<file path="config.mk">
export PLATFORM = sky130hd
export DESIGN_NAME = datapath_core
export DESIGN_NICKNAME = d
export VERILOG_FILES = /design/src/rtl/datapath_core.sv
export SDC_FILE = /design/constraint.sdc
export NUM_CORES = 1
export LEC_CHECK = 0
export BUFFER_PORTS_ARGS = -buffer_cell sky130_fd_sc_hd__buf_4
export CAP_MARGIN = 15
export CORE_MARGIN = 1.5
export CORE_UTILIZATION = 52
export CTS_BUF_LIST = sky130_fd_sc_hd__clkbuf_16
export CTS_CLUSTER_DIAMETER = 200
export DETAILED_ROUTE_END_ITERATION = 8
export PLACE_DENSITY = 0.67
export RECOVER_POWER = 25
export SETUP_SLACK_MARGIN = 0.3
export SLEW_MARGIN = 20
export SYNTH_ARGS = -nofsm -noshare
export SYNTH_HDL_FRONTEND = slang
export SYNTH_SLANG_ARGS = --single-unit
</file>
<file path="constraint.sdc">
create_clock -name clk -period 10.57 [get_ports clk]
set_input_delay 0.5285 -clock clk [delete_from_list [all_inputs] [get_ports clk]]
set_output_delay 0.5285 -clock clk [all_outputs]
set_load 0.02 [all_outputs]
</file>
<file path="src/rtl/datapath_core.sv">
// rtl/datapath_core.sv - register file, ALU and restoring divider behind a valid/ready command port
module datapath_core #(
    parameter int P_N       = 16,
    parameter int P_REGS    = 16,
    parameter int P_OUT_REG = 2
) (
    input  logic                        clk,
    input  logic                        rst,
    input  logic                        cmd_valid,
    output logic                        cmd_ready,
    input  logic [2:0]                  cmd_op,
    input  logic [$clog2(P_REGS)-1:0]   cmd_sel_a,
    input  logic [$clog2(P_REGS)-1:0]   cmd_sel_b,
    input  logic [$clog2(P_REGS)-1:0]   cmd_sel_w,
    input  logic                        cmd_we,
    input  logic [P_N-1:0]              cmd_imm,
    output logic [P_N-1:0]              o_result,
    output logic                        o_mayor,
    output logic                        o_paridad,
    output logic                        o_zero,
    output logic                        o_done,
    output logic [P_N-1:0]              o_out
);
    localparam int P_SEL = $clog2(P_REGS);
    localparam int P_CW  = $clog2(P_N);
    localparam logic [P_SEL-1:0] OUT_IDX = P_SEL'(P_OUT_REG);

    typedef enum logic [2:0] {IDLE, EXEC, DIV_RUN, DIV_WBQ, DIV_WBR} state_t;

    state_t             state;
    logic [P_N-1:0]     rf [P_REGS];
    logic [P_N-1:0]     a_q, b_q, imm_q, quo_q, rem_q;
    logic [2:0]         op_q;
    logic [P_SEL-1:0]   w_q, w_next;
    logic               we_q;
    logic [P_CW-1:0]    cnt_q;

    logic [P_N-1:0]     rd_a, rd_b, alu_res, rem_next;
    logic [P_N:0]       trial, diff;
    logic               trial_ge;

    assign rd_a      = rf[cmd_sel_a];
    assign rd_b      = rf[cmd_sel_b];
    assign o_out     = rf[OUT_IDX];
    assign cmd_ready = (state == IDLE);
    assign w_next    = w_q + 1'b1;

    always_comb begin
        alu_res = '0;
        case (op_q)
            3'b000:  alu_res = a_q + b_q;
            3'b001:  alu_res = a_q - b_q;
            3'b010:  alu_res = a_q & b_q;
            3'b011:  alu_res = a_q | b_q;
            3'b100:  alu_res = a_q ^ b_q;
            3'b101:  alu_res = {1'b0, a_q[P_N-1:1]};
            3'b110:  alu_res = imm_q;
            default: alu_res = '0;
        endcase
    end

    // quo_q shifts dividend bits out at the top while quotient bits enter at the bottom
    always_comb begin
        trial    = {rem_q, quo_q[P_N-1]};
        diff     = trial - {1'b0, b_q};
        trial_ge = (trial >= {1'b0, b_q});
        rem_next = trial_ge ? diff[P_N-1:0] : trial[P_N-1:0];
    end

    always_ff @(posedge clk) begin
        if (rst) begin
            for (int i = 0; i < P_REGS; i++) rf[i] <= '0;
            state     <= IDLE;
            a_q       <= '0;
            b_q       <= '0;
            imm_q     <= '0;
            quo_q     <= '0;
            rem_q     <= '0;
            op_q      <= '0;
            w_q       <= '0;
            we_q      <= 1'b0;
            cnt_q     <= '0;
            o_result  <= '0;
            o_mayor   <= 1'b0;
            o_paridad <= 1'b0;
            o_zero    <= 1'b0;
            o_done    <= 1'b0;
        end else begin
            o_done <= 1'b0;
            case (state)
                IDLE: begin
                    if (cmd_valid) begin
                        a_q   <= rd_a;
                        b_q   <= rd_b;
                        imm_q <= cmd_imm;
                        op_q  <= cmd_op;
                        w_q   <= cmd_sel_w;
                        we_q  <= cmd_we;
                        if (cmd_op == 3'b111) begin
                            if (rd_b == '0) begin
                                quo_q <= '1;
                                rem_q <= rd_a;
                                state <= DIV_WBQ;
                            end else begin
                                quo_q <= rd_a;
                                rem_q <= '0;
                                cnt_q <= P_CW'(P_N - 1);
                                state <= DIV_RUN;
                            end
                        end else begin
                            state <= EXEC;
                        end
                    end
                end
                EXEC: begin
                    if (we_q) rf[w_q] <= alu_res;
                    o_result  <= alu_res;
                    o_mayor   <= (a_q > b_q);
                    o_zero    <= (alu_res == '0);
                    o_paridad <= ^alu_res;
                    o_done    <= 1'b1;
                    state     <= IDLE;
                end
                DIV_RUN: begin
                    quo_q <= {quo_q[P_N-2:0], trial_ge};
                    rem_q <= rem_next;
                    if (cnt_q == '0) state <= DIV_WBQ;
                    else             cnt_q <= cnt_q - 1'b1;
                end
                DIV_WBQ: begin
                    if (we_q) rf[w_q] <= quo_q;
                    o_result  <= quo_q;
                    o_mayor   <= (a_q > b_q);
                    o_zero    <= (quo_q == '0);
                    o_paridad <= ^quo_q;
                    state     <= DIV_WBR;
                end
                DIV_WBR: begin
                    if (we_q) rf[w_next] <= rem_q;
                    o_done <= 1'b1;
                    state  <= IDLE;
                end
                default: state <= IDLE;
            endcase
        end
    end
endmodule
</file>
==> impl_results.rst <==
.. list-table::
   :header-rows: 1

   * - Metric
     - Value
   * - Violation count after the first detailed-routing iteration
     - around 2.1k
   * - Final Wtd Congestion
     - approximately 0.9
   * - Flops & latches, synth
     - approximately 370
   * - Number of unique standard cell types used by synthesis
     - 76
   * - Fraction of final layout cells sized beyond drive strength 1
     - approximately 12%
   * - Longest Clk Path Bufs
     - 3
   * - Part of the cycle the worst path needs
     - about three fifths
   * - Worst max-slew margin expressed relative to the limit
     - -104%
   * - Element type at the critical path start
     - flop
   * - ANT cells
     - 0
   * - Hold/Removal Path Class
     - in2reg
   * - Critical path data arrival time
     - ~6.8 ns
   * - Area grow syn2layout
     - 8.41%
   * - Final setup margin
     - around 4.2 ns
   * - Share of the yosys chip area belonging to registers
     - between 40% and 50%
   * - I/O Buffers
     - 71
   * - Share of flip-flops with an asynchronous set or reset
     - 0%
   * - I/O pins
     - 72
   * - Clock tree from TritonCTS
     - yes
   * - Number of clock buffers inserted by TritonCTS
     - 42
   * - Number of H-tree levels
     - 2
   * - Setup TNS Final
     - 0 ns
   * - Setup slack after placement
     - 5.53 ns
   * - Synth warn
     - 0
   * - Pin count of the biggest net entering global routing
     - between 60 and 70
   * - Total overflow reported by the global router
     - 0
   * - Via density
     - between 6 and 7
   * - Transition time of the tightest slew-check pin
     - just over 3 ns
   * - Number of hold buffers added after CTS
     - 0
   * - Core box area
     - 41900 sq um
   * - Post-Layout Inst Area
     - around 24000 sq um
   * - Die width
     - 209 um
   * - Post-synthesis instance total
     - about 2.1k
   * - Leakage power
     - between 8 and 9 nW
   * - Number of global-route vias before repair
     - about 17k
   * - Total count of hold-check failures in the final report
     - 0
   * - Count of clock tree sinks
     - roughly 370
   * - Post-synthesis average cell area
     - around 10 sq um
   * - Latest clock arrival within the worst-skew pair
     - ~0.6 ns
   * - Sort of element at the end of the critical path
     - flop
   * - Detailed Route WL
     - about 70000 um
   * - Final Power
     - between 3 and 4 mW
   * - Crit-path cells
     - clkbuf_1 -> nor3_1 -> nand2_2 -> clkbuf_1 -> nor2_1 -> nor2_1 -> or2_2 -> a21o_1 -> a221oi_1
   * - Die Outline Area
     - roughly 44000 sq um
   * - Max Clk Rate
     - around 160 MHz
   * - Power per cell area
     - about 170 nW/um^2
   * - Synthesized cell area
     - 22000 sq um
   * - Area after detailed placement
     - around 23000 sq um
   * - Crit path time final
     - 6.34 ns
   * - CTS root buffer
     - sky130_fd_sc_hd__clkbuf_16
   * - Routed WL per cell
     - ~26 um
   * - First-pass detailed-route iteration total
     - 6
   * - Count of flip-flops with a built-in enable after synthesis
     - roughly 260
   * - Worst clock skew on the final layout
     - 0.0357 ns
   * - Height of the die
     - 209 um
   * - Count of buffers added by post-CTS timing repair for setup
     - 0
   * - Top library cells by usage in the layout, fill and taps aside
     - sky130_fd_sc_hd__nor2_1 (372), sky130_fd_sc_hd__edfxtp_1 (256), sky130_fd_sc_hd__nand2_1 (226), sky130_fd_sc_hd__a21oi_1 (136), sky130_fd_sc_hd__mux4_2 (117)
   * - Residual antenna-violating net count after detailed routing
     - 0
   * - Reg2reg path depth
     - 9
   * - Setup violations, final
     - 0
   * - Number of nets produced by synthesis
     - about 2.2k
   * - Dpl hpwl
     - just under 50000 um
   * - Setup repair after global routing missed its margin
     - no
   * - Resize count post-CTS
     - 0
   * - Total count of max-transition violations in the final report
     - 310
   * - Final #Nets
     - between 2k and 2.5k
   * - Required time at the worst-slack endpoint
     - between 10 and 15 ns
   * - Critical Path Slowest Stage Cell
     - sky130_fd_sc_hd__clkbuf_1
   * - Failing checks
     - max-capacitance violations, max-slew violations
   * - Crit Path Category
     - reg2reg
   * - Leading cell type in the layout, fill and taps excluded
     - sky130_fd_sc_hd__nor2_1
   * - Total global routing track utilization
     - approximately a third
   * - Cell depth of the worst hold path
     - 3
   * - Number of remaining DRC errors
     - 0
   * - Total of max-cap violations
     - 8
   * - Commonest register cell after synthesis
     - sky130_fd_sc_hd__edfxtp_1
   * - Outcome
     - finished, violations left
   * - Clock transition at the registers of the reported paths
     - 0.06 ns
   * - Starting utilization of the core area
     - about 53%
   * - Highest cell delay on the worst timing path
     - around 2 ns
   * - Maximum vdd drop
     - about 0.14 mV
   * - Floorplan row count
     - 75
   * - Total number of vias
     - ~18k
   * - Number of antenna violations at the first check in global routing
     - 0
   * - Wire length of the first global-routing pass
     - between 100000 and 150000 um
   * - Maximum fanout along the worst path
     - 56
==> routing by layer <==
| layer | vias up | track usage (%) | wire, um | part of all wire (%) |
|---|---|---|---|---|
| met1 | 8719 | 43.0 | 27300 | 39 |
| li1 | 7725 | - | - | - |
| met2 | 972 | 52.5 | 33400 | 48 |
| met5 | - | 0 | 0 | 0 |
| met4 | 0 | 12.7 | 2850 | 4.1 |
| met3 | 163 | 5.68 | 6250 | 9.0 |
==> sequential cells by signal (all words and copies together), names as in the netlist, 3 cells and up <==
name      count
a_q          16
b_q          16
cnt_q         4
imm_q        16
o_result     16
op_q          3
quo_q        16
rem_q        16
rf          256
state         3
w_q           4
==> power breakdown <==
| part | total [mW] | switching (mW) | internal, mW |
|---|---|---|---|
| Sequential | 1.67 | 0.0541 | 1.61 |
| Clock | 1.41 | 0.630 | 0.778 |
| Combinational | 0.855 | 0.554 | 0.301 |
| Total | 3.93 | 1.24 | 2.69 |
==> through the flow <==
stage | hold slack (ns) | util, % | cells
after detailed placement | 0.448 | 54.3 | 2586
final | 0.184 | 56.9 | 2660
after CTS | 0.171 | 57.4 | 2660
after floorplan | 0.433 | - | 2106
after global routing | 0.197 | 56.9 | 2660
after global placement | 0.444 | 54.3 | 2586
==> cells in the mapped netlist, types with 30 or more instances <==
cell	n	area, sq um
sky130_fd_sc_hd__nor2_1	372	1400
sky130_fd_sc_hd__edfxtp_1	256	7690
sky130_fd_sc_hd__nand2_1	227	852
sky130_fd_sc_hd__a21oi_1	136	681
sky130_fd_sc_hd__clkbuf_1	120	450
sky130_fd_sc_hd__mux4_2	117	2640
sky130_fd_sc_hd__dfxtp_1	115	2300
sky130_fd_sc_hd__ha_1	85	1060
sky130_fd_sc_hd__inv_1	82	308
sky130_fd_sc_hd__o21ai_0	65	325
sky130_fd_sc_hd__mux2i_1	45	450
sky130_fd_sc_hd__a22oi_1	35	263
sky130_fd_sc_hd__nand2b_1	32	200
sky130_fd_sc_hd__nor3_1	32	160
sky130_fd_sc_hd__a311oi_1	31	272
sky130_fd_sc_hd__xnor2_1	30	263
==> path summary, 6_finish.rpt <==
kind	start	to	slack, ns
worst max-delay path	state[1]	cnt_q[3]	4.23
worst max register to register	state[1]	cnt_q[3]	4.23
worst min-delay path	cmd_sel_w[1]	w_q[1]	0.18
worst min register to register	o_result[7]	o_result[7]	0.46
==> final cells by class <==
| class | instances | area, sq um |
|---|---|---|
| clock buffer | 42 | 1050 |
| clock inverter | 32 | 248 |
| fill | 3677 | 18000 |
| inverter | 83 | 312 |
| multi-input combinational | 1496 | 11000 |
| sequential | 371 | 9990 |
| tap | 539 | 674 |
| timing repair buffer | 97 | 556 |
==> worst max-delay path, delay by kind of cell (launching register included) <==
| family | cells | cell delay, ns |
|---|---|---|
| and+or+nand+nor | 5 | 2.50 |
| AOI/OAI and AO/OA | 2 | 0.21 |
| DFF | 1 | 0.36 |
| buffers and inverters | 2 | 3.06 |
==> logic make-up after synthesis <==
group	count (synthesis)	synth area share, %
DFF	371	45.5
adders and majority gates	88	5.11
AOI/OAI and AO/OA	437	13.2
buffers and inverters	239	4.57
xor gates and xnor gates	38	1.51
and+or+nand+nor	757	14.6
muxes	176	15.6
(Power assumes the default switching activity.)
